<file path="src/rtl/mult_seq_ctrl.sv">
// Sequencer for a shift-add unsigned multiplier driving an external
// enable-loaded accumulator register and reporting a registered product.
module mult_seq_ctrl #(
    parameter int WIDTH = 8,
    parameter int ACC_W = 2*WIDTH+1
) (
    input  logic               clk,
    input  logic               reset,
    input  logic               start,
    input  logic [WIDTH-1:0]   a,
    input  logic [WIDTH-1:0]   b,
    input  logic [ACC_W-1:0]   acc_q,
    output logic               acc_en,
    output logic [ACC_W-1:0]   acc_d,
    output logic               busy,
    output logic               done,
    output logic [2*WIDTH-1:0] product,
    output logic               ovf
);

    localparam int IDX_W = (WIDTH > 1) ? $clog2(WIDTH) : 1;
    localparam logic [IDX_W-1:0] LAST = IDX_W'(WIDTH-1);

    typedef enum logic [1:0] {
        IDLE,
        CLEAR,
        RUN,
        DONE
    } state_t;

    state_t           state;
    state_t           next;
    logic [IDX_W-1:0] idx;
    logic [WIDTH-1:0] a_lat;
    logic [WIDTH-1:0] b_lat;

    assign busy = (state != IDLE);

    // State, operand latches, iteration index and registered result
    always_ff @(posedge clk) begin
        if (reset) begin
            state   <= IDLE;
            idx     <= '0;
            a_lat   <= '0;
            b_lat   <= '0;
            done    <= 1'b0;
            product <= '0;
            ovf     <= 1'b0;
        end else begin
            state <= next;
            done  <= (state == DONE);
            if (state == IDLE && start) begin
                a_lat <= a;
                b_lat <= b;
                idx   <= '0;
            end
            if (state == RUN)
                idx <= idx + 1'b1;
            if (state == DONE) begin
                product <= acc_q[2*WIDTH-1:0];
                ovf     <= acc_q[ACC_W-1];
            end
        end
    end

    // Next state and accumulator enable/data for the current step
    always_comb begin
        next   = state;
        acc_en = 1'b0;
        acc_d  = '0;
        unique case (state)
            IDLE: begin
                if (start)
                    next = CLEAR;
            end
            CLEAR: begin
                acc_en = 1'b1;
                next   = RUN;
            end
            RUN: begin
                if (b_lat[idx]) begin
                    acc_en = 1'b1;
                    acc_d  = acc_q + (ACC_W'(a_lat) << idx);
                end
                if (idx == LAST)
                    next = DONE;
            end
            DONE: begin
                next = IDLE;
            end
        endcase
        if (reset) begin
            acc_en = 1'b0;
            acc_d  = '0;
        end
    end

endmodule
</file>
<file path="config.mk">
export PLATFORM = sky130hd
export DESIGN_NAME = mult_seq_ctrl
export DESIGN_NICKNAME = d
export VERILOG_FILES = /design/src/rtl/mult_seq_ctrl.sv
export SDC_FILE = /design/constraint.sdc
export NUM_CORES = 1
export LEC_CHECK = 0
export CAP_MARGIN = 10
export CELL_PAD_IN_SITES_DETAIL_PLACEMENT = 1
export CELL_PAD_IN_SITES_GLOBAL_PLACEMENT = 1
export CORE_UTILIZATION = 35
export DETAILED_ROUTE_END_ITERATION = 8
export PLACE_DENSITY_LB_ADDON = 0.1
export RECOVER_POWER = 100
export SKIP_CTS_REPAIR_TIMING = 1
export SYNTH_ARGS = -nofsm -noshare
export SYNTH_HDL_FRONTEND = slang
export SYNTH_SLANG_ARGS = --single-unit
export TNS_END_PERCENT = 5
</file>
<file path="constraint.sdc">
create_clock -name clk -period 3.6 [get_ports clk]
set_input_delay 0.36 -clock clk [delete_from_list [all_inputs] [get_ports clk]]
set_output_delay 0.36 -clock clk [all_outputs]
set_load 0.1 [all_outputs]
</file>
==> results of run 1 <==
-- sequential cells by signal (all words and copies together), names as in the netlist --
signal / cells
b_lat: 8
idx: 3
done: 1
state: 2
ovf: 1
product: 16
a_lat: 8
-- worst paths after layout --
check / endpoint / slack (ns) / cells past startpoint
min reg2reg: b_lat[2] / 0.46 / 2
max: acc_d[16] / 0.05 / 12
max reg2reg: idx[0] / 1.71 / 6
min: b_lat[2] / 0.46 / 2
-- cell usage in the layout, fill, tap and decap left out, drive strengths merged, types with 3 or more instances in the layout --
| master | netlist | layout |
|---|---|---|
| a21o | 10 | 10 |
| a21oi | 38 | 38 |
| and2 | 5 | 5 |
| and3 | 3 | 3 |
| buf | 7 | 29 |
| clkbuf | 14 | 8 |
| clkdlybuf4s50 | 0 | 35 |
| dfxtp | 39 | 39 |
| dlygate4sd3 | 0 | 19 |
| ha | 22 | 22 |
| inv | 13 | 13 |
| mux2 | 4 | 4 |
| mux2i | 29 | 29 |
| nand2 | 56 | 56 |
| nand2b | 5 | 5 |
| nand3 | 10 | 10 |
| nor2 | 42 | 42 |
| nor2b | 3 | 3 |
| nor3 | 14 | 14 |
| nor3b | 3 | 3 |
| o211ai | 3 | 3 |
| o21a | 4 | 4 |
| o21ai | 11 | 11 |
| xnor2 | 3 | 3 |
| xor2 | 3 | 3 |
-- critical path: stages, from the launching register on --
cell      delay (ns)
dfxtp_4         0.38
buf_4           0.14
mux2i_2         0.26
a21oi_2         0.09
mux2_4          0.29
ha_4            0.29
o211ai_1        0.10
a21o_1          0.22
a31o_4          0.26
a311oi_2        0.27
buf_4           0.16
mux2i_4         0.24
buf_12          0.20
-- routing by layer --
metal / global-route usage / vias up
met3: 0.0261 / 7
met4: 0.0556 / 0
li1: - / 1387
met5: 0 / -
met2: 0.342 / 52
met1: 0.273 / 1306
-- power by group through the flow --
stage	clock (mW)	sequential (mW)	combinational [mW]
floorplan	0	0.686	0.612
global placement	0	0.554	0.977
detailed placement	0	0.557	0.996
CTS	0.311	0.547	1.00
global route	0.322	0.561	1.18
finish	0.289	0.552	1.08
-- cells by family after synthesis --
family          after synthesis  synth area share
fa+ha+maj                    23             0.107
simple gates                145             0.233
buf+inv                      34            0.0530
flops                        39             0.282
compound gates               80             0.177
mux                          34             0.129
xor+xnor                      6            0.0190
-- cell type report --
class / count / area share
multi-input combinational: 288 / 0.504
timing repair buffer: 84 / 0.240
sequential: 39 / 0.193
tap: 102 / 0.0313
clock buffer: 7 / 0.0187
inverter: 13 / 0.0120
clock inverter: 1 / 0.00123
-- through the flow --
step	setup slack (ns)	hold slack, ns	TNS (ns)	util	cells
2_1_floorplan	-0.369	0.433	-3.00	-	361
3_3_place_gp	0.261	0.444	0	0.496	522
3_5_place_dp	0.188	0.452	0	0.496	522
4_1_cts	-0.150	0.464	-0.227	0.506	530
5_1_grt	-0.0526	0.490	-0.0874	0.530	534
6_report	0.0547	0.459	0	0.530	534
==> impl_metrics.yaml, run 1 <==
outcome:
  outcome: "finished clean"
clock_tree:
  worstSkewPairLatency_ns: 0.29
  clockRootBuffer: "clkbuf_8"
  numCtsBuffers: 5
  cts_tree: "done"
  clk_pin_slew_ns: 0.07
  clock_sinks: 39
  cts.htree.levels: 2
  cts_buffer_depth: 2
worst_setup_path:
  cp_max_fo: 5
  critPathArrivalTime_ns: 3.19
  r2r-start: "state[1]"
  crit_required_ns: 3.24
  crit_start: "idx[1]"
  cp-start-kind: "flop"
  worstSetupEndpointType: "primary output"
  criticalPathCategory: "flop to primary output"
finish:
  final-seq-area_um2: 786
  fin_nets: 490
  multi_input_area_mm2: 0.00205
  fillers: 938
  area_growth_pct: 47.5
  fin_area_mm2: 0.00408
  antennaDiodeCount: 0
  drive_gt1_frac: 0.183
global_routing:
  grtUsageTotal: 0.203
  grt_pass1_wl_mm: 13.5
  grt_max_degree: 42
  antenna_found_initial: 0
  grt_pass1_vias: 2756
  overflow: 0
route:
  wl_met2_mm: 3.92
  dr.pass1.iters: 4
  drt_drc_violations_left: 0
  top_layer: "met4"
  ant_nets: 0
  met1_length_mm: 3.88
  drt-initial-drc-count: 51
  drt-total-wl_mm: 8.21
  viasPerCell: 5.15
  route.met3.wl_um: 296
  drt-wirelength-per-cell_um: 15.4
  via_count: 2752
logic_synthesis:
  synth_edf_count: 0
  synth.area.top_cells: "dfxtp_1, mux2i_1, ha_1"
  synth_top_area_frac: 0.282
  ys_ff_latch: 39
  ys_types: 41
  syn_inst: 361
  synth_area_mm2: 0.00276
  ys_seq_area_frac: 0.282
  synth_common_cells: "nand2_1, nor2_1, dfxtp_1"
  syn-num-nets: 420
  yosysTopAreaCell: "dfxtp_1"
  synthArstFlopShare: 0
  synthFlopType: "dfxtp_1"
  syn_avg_cell_area_um2: 7.66
  synth.most_common_cell: "nand2_1"
  ys_warn_count: 0
timing:
  rsz0062_at_grt: "yes"
  skew_ns: 0.00431
  slew_headroom: 0.230
  worstMarginPinSlew_ns: 1.16
  period_share: 0.985
  fmax_mhz: 282
  slew_violations: 0
  hold_viol: 0
  finalSetupViolCount: 0
  period_minus_slack_ns: 3.55
power_and_ir_drop:
  ir_worst_vdd_v: 0.000251
  p_sw_frac: 0.463
  power.density_mw_per_mm2: 472
  p_int_mw: 1.03
  power.leakage_nw: 1.59
  power_mw: 1.93
  seqPwrFrac: 0.287
  switching_power_mw: 0.890
  pwr-share-clk: 0.150
  combPwrFrac: 0.563
floorplanning:
  die_x_um: 90.9
  start_util: 0.360
  die_h_um: 90.9
  core-area_mm2: 0.00769
  rows: 32
  io_pins: 73
  die_area_mm2: 0.00826
min_path:
  hp-class: "flop to flop"
  hold_start: "b_lat[2]"
placement:
  port-buffer-count: 72
  hpwlAfterDp_mm: 6.36
  gp_congestion: 0.847
  place_area_mm2: 0.00381
job:
  cap_violations: 0
Power figures use the tool's default switching activity.
==> run 2, diff against run 1 <==
--- a/config.mk
+++ b/config.mk
@@ -9,6 +9,7 @@
 export CELL_PAD_IN_SITES_DETAIL_PLACEMENT = 1
 export CELL_PAD_IN_SITES_GLOBAL_PLACEMENT = 1
 export CORE_UTILIZATION = 35
+export CTS_BUF_LIST = sky130_fd_sc_hd__clkbuf_16
 export DETAILED_ROUTE_END_ITERATION = 8
 export PLACE_DENSITY_LB_ADDON = 0.1
 export RECOVER_POWER = 100
==> run 2 against run 1 <==
  * The flow now finishes with violations (setup timing)
  * Combinational power barely moved
  * Critical path depth did not move
  * Via count barely moved
  * Die area did not move
  * Utilization rose by 0.57 points
  * Count of clock-buffer cells in the layout fell by 2
  * Largest power group unchanged
==> impl_metrics.yaml, run 2 (synthesis gave the netlist of run 1 again) <==
outcome:
  outcome: "finished with violations"
  violations: "setup timing"
timing:
  slew_headroom: 0.230
  tns_ns: -0.0136
  slew_violations: 0
  timing.final.ws_setup_ns: -0.0136
  finalSetupViolCount: 1
  period_share: 1.00
  holdWs_ns: 0.459
  skew_ns: 0.00444
  worstMarginPinSlew_ns: 1.16
  period_minus_slack_ns: 3.61
  hold_viol: 0
  fmax_mhz: 277
finish:
  fillers: 930
  area_growth_pct: 49.1
  largest_reg_flops: 16
  final_core_util: 0.536
  final_cell_mix: "nand2_1, nor2_1, dfxtp_1"
  fin_area_mm2: 0.00412
  top_register: "product"
  final_cells: 534
  largestRegisters: "product x16, a_lat x8, b_lat x8"
  layout_commonest_cell: "nand2_1"
  antennaDiodeCount: 0
  fin_nets: 490
  drive_gt1_frac: 0.176
worst_setup_path:
  cp_max_fo: 5
  crit_start: "idx[1]"
  criticalPathCategory: "flop to primary output"
  r2r-start: "state[1]"
  cp-start-kind: "flop"
  worstSetupEndpointType: "primary output"
  critPathArrivalTime_ns: 3.25
  crit_required_ns: 3.24
  rrSetupSlack_ns: 1.72
clock_tree:
  numCtsBuffers: 5
  clock_sinks: 39
  cts.htree.levels: 2
  cts_buffer_depth: 2
  cts_tree: "done"
  clk_pin_slew_ns: 0.06
  worstSkewPairLatency_ns: 0.28
  clockRootBuffer: "clkbuf_16"
placement:
  port-buffer-count: 72
  hpwlAfterDp_mm: 6.36
  dp_worst_setup_slack_ns: 0.188
  gp_congestion: 0.847
  dpl.cell_count: 522
  place_area_mm2: 0.00381
floorplanning:
  die_h_um: 90.9
  io_pins: 73
  die_area_mm2: 0.00826
  die_x_um: 90.9
  rows: 32
  start_util: 0.360
  core-area_mm2: 0.00769
global_routing:
  grt_pass1_vias: 2757
  overflow: 0
  grt_max_degree: 42
  antenna_found_initial: 0
  grt_pass1_wl_mm: 13.7
  grtUsageTotal: 0.206
route:
  drt-initial-drc-count: 62
  wl_met2_mm: 3.96
  viasPerCell: 5.15
  via_count: 2751
  met1_length_mm: 4.06
  drt-total-wl_mm: 8.40
  drt_drc_violations_left: 0
  drt-wirelength-per-cell_um: 15.7
  top_layer: "met4"
  route.met3.wl_um: 258
  ant_nets: 0
  dr.pass1.iters: 4
power_and_ir_drop:
  power_mw: 2.06
  power.density_mw_per_mm2: 500
  power.leakage_nw: 1.63
  ir_worst_vdd_v: 0.000257
min_path:
  hp-class: "flop to flop"
  hold_start: "b_lat[2]"
job:
  cap_violations: 0
==> run 2: layer usage <==
metal | up-vias | track usage
li1 | 1391 | -
met1 | 1298 | 0.276
met2 | 51 | 0.345
met3 | 11 | 0.0311
met4 | 0 | 0.0516
met5 | - | 0
==> run 2: final timing paths <==
kind               end  cells past startpoint
max          acc_d[16]                     12
min           b_lat[2]                      2
max reg2reg     idx[0]                      6
min reg2reg   b_lat[2]                      2
==> run 2: cell type report <==
type                            count  area, µm²  share of cell area
Tap cell                          102        128              0.0310
Clock inverter                      3       12.5             0.00304
Clock buffer                        5        125              0.0304
Multi-Input combinational cell    288       2040               0.496
Timing Repair Buffer               84        978               0.237
Inverter                           13       48.8              0.0118
Sequential cell                    39        786               0.191
==> run 2: worst max-delay path, stage by stage (launching register included) <==
cell      delay [ns]
dfxtp_4         0.37
buf_4           0.14
mux2i_2         0.24
a21oi_1         0.14
mux2_4          0.30
ha_4            0.29
o211ai_1        0.12
a21o_1          0.24
a31o_4          0.27
a311oi_2        0.27
buf_4           0.16
mux2i_4         0.23
buf_12          0.20
==> run 2: where the power goes <==
part	total (mW)	switching [mW]	internal (mW)
Sequential	0.552	0.0538	0.498
Clock	0.429	0.178	0.251
Combinational	1.08	0.683	0.397
Total	2.06	0.915	1.15
==> run 3, diff against run 2 <==
--- a/config.mk
+++ b/config.mk
@@ -13,7 +13,6 @@
 export DETAILED_ROUTE_END_ITERATION = 8
 export PLACE_DENSITY_LB_ADDON = 0.1
 export RECOVER_POWER = 100
-export SKIP_CTS_REPAIR_TIMING = 1
 export SYNTH_ARGS = -nofsm -noshare
 export SYNTH_HDL_FRONTEND = slang
 export SYNTH_SLANG_ARGS = --single-unit
==> run 3 against run 2 <==
  * The flow now finishes without violations
  * Cell area fell by 3.4%
  * Flip-flop and latch count unchanged
  * Utilization shrank 1.8 points
  * Largest cell class unchanged
  * Sequential power is essentially flat
  * Setup slack gained 0.032 ns
  * Die area unchanged
  * Global-route usage rose by 0.19 points
  * First-iteration DRC count is 21% higher
  * Largest power group unchanged
  * Wire length shrank 0.88%
  * Fmax is 0.88% higher
  * Worst hold slack barely moved
==> impl_metrics.yaml, run 3 (synthesis gave the netlist of run 1 again) <==
power_and_ir_drop:
  power.density_mw_per_mm2: 510
  ir_worst_vdd_v: 0.000261
  power_mw: 2.03
  p_sw_frac: 0.446
  switching_power_mw: 0.905
  p_int_mw: 1.13
  combPwrFrac: 0.517
  pwr-share-clk: 0.212
  seqPwrFrac: 0.272
  power.leakage_nw: 1.59
placement:
  port-buffer-count: 72
  dp_worst_setup_slack_ns: 0.188
  hpwlAfterDp_mm: 6.36
  gp_congestion: 0.847
outcome:
  outcome: "finished clean"
worst_setup_path:
  cp_max_fo: 5
  r2r-start: "state[1]"
  worstReg2RegEnd: "idx[0]"
  criticalPathCategory: "flop to primary output"
  cp-start-kind: "flop"
  critPathArrivalTime_ns: 3.22
  crit_required_ns: 3.24
  rrSetupSlack_ns: 1.73
  worstSetupEndpointType: "primary output"
  reg2reg_depth: 6
global_routing:
  overflow: 0
  grtUsageTotal: 0.208
  grt_max_degree: 42
  grt_pass1_wl_mm: 13.8
  grt_pass1_vias: 2762
  antenna_found_initial: 0
clock_tree:
  clk_pin_slew_ns: 0.06
  postCtsHoldBufs: 0
  cts_tree: "done"
  cts_buffer_depth: 2
  cts.htree.levels: 2
  clock_sinks: 39
  worstSkewPairLatency_ns: 0.28
  clockRootBuffer: "clkbuf_16"
  numCtsBuffers: 5
finish:
  largestRegisters: "product x16, a_lat x8, b_lat x8"
  top_register: "product"
  fin_nets: 489
  drive_gt1_frac: 0.169
  area_growth_pct: 44.0
  layout_commonest_cell: "nand2_1"
  final_cell_mix: "nand2_1, nor2_1, dfxtp_1"
  antennaDiodeCount: 0
  largest_reg_flops: 16
route:
  drt_drc_violations_left: 0
  wl_met2_mm: 3.92
  top_layer: "met4"
  via_count: 2739
  viasPerCell: 5.14
  route.met3.wl_um: 247
  met1_length_mm: 4.07
  dr.pass1.iters: 4
  drt-initial-drc-count: 75
  drt-total-wl_mm: 8.32
  ant_nets: 0
  drt-wirelength-per-cell_um: 15.6
timing:
  period_share: 0.995
  tns_ns: 0
  fmax_mhz: 279
  timing.final.ws_setup_ns: 0.0179
  slew_violations: 0
  hold_viol: 0
  period_minus_slack_ns: 3.58
  skew_ns: 0.00613
  finalSetupViolCount: 0
  slew_headroom: 0.230
  worstMarginPinSlew_ns: 1.16
min_path:
  hp-class: "flop to flop"
  min_to: "b_lat[2]"
  min_path_cells: 2
  hold_start: "b_lat[2]"
floorplanning:
  core-area_mm2: 0.00769
  io_pins: 73
  die_area_mm2: 0.00826
  die_h_um: 90.9
  rows: 32
  start_util: 0.360
  die_x_um: 90.9
job:
  cap_violations: 0
## run 3: cell types whose count changed in the layout (fill, tap and decap cells not counted), sizes merged
| cell | change |
|---|---|
| clkbuf | +8 |
| buf | -9 |
## run 3: stage by stage
stage / util / hold WS [ns] / area (µm²) / cells
floorplan: - / 0.433 / 2830 / 361
finish: 0.518 / 0.459 / 3980 / 533
detailed placement: 0.496 / 0.452 / 3810 / 522
global placement: 0.496 / 0.444 / 3810 / 522
CTS: 0.517 / 0.460 / 3980 / 530
global route: 0.518 / 0.487 / 3980 / 533
## run 3: worst max-delay path: stages, from the launching register on
cell	delay [ns]
dfxtp_4	0.37
buf_4	0.14
mux2i_2	0.24
a21oi_1	0.12
mux2_4	0.29
ha_4	0.30
o211ai_1	0.12
a21o_1	0.24
a31o_4	0.26
a311oi_2	0.24
buf_4	0.16
mux2i_4	0.23
buf_12	0.20
## run 3: area by class of cell
| class | count | area [µm²] |
|---|---|---|
| Fill cell | 948 | 3710 |
| Multi-Input combinational cell | 288 | 2020 |
| Timing Repair Buffer | 83 | 855 |
| Sequential cell | 39 | 786 |
| Tap cell | 102 | 128 |
| Clock buffer | 5 | 125 |
| Inverter | 13 | 48.8 |
| Clock inverter | 3 | 12.5 |
## run 3: power groups by stage
| stage | Clock [mW] | Sequential, mW | Combinational (mW) |
|---|---|---|---|
| floorplan | 0 | 0.686 | 0.612 |
| global placement | 0 | 0.554 | 0.977 |
| detailed placement | 0 | 0.557 | 0.996 |
| CTS | 0.445 | 0.548 | 1.02 |
| global route | 0.459 | 0.561 | 1.14 |
| finish | 0.430 | 0.551 | 1.05 |
## run 3: layer usage
metal,vias to the layer above,global-route usage
li1,1385,-
met1,1295,0.279
met2,52,0.349
met3,7,0.0311
met4,0,0.0516
met5,-,0
## run 3: worst max-delay path by stage
stage / startpoint / end / slack [ns] / cells after the start
final: idx[1] / acc_d[16] / 0.02 / 12
after floorplan: idx[1] / acc_d[9] / -0.37 / 11
after detailed placement: idx[1] / acc_d[16] / 0.19 / 12
after global placement: acc_q[0] / acc_d[16] / 0.26 / 11
after CTS: idx[1] / acc_d[16] / 0.002 / 13
after global routing: idx[1] / acc_d[16] / -0.1 / 12
## run 3: what timing repair did
action,in CTS,in global routing
setup endpoints to repair,2,5
gates resized for setup,6,29
buffers inserted,0,3
pin swaps,1,4
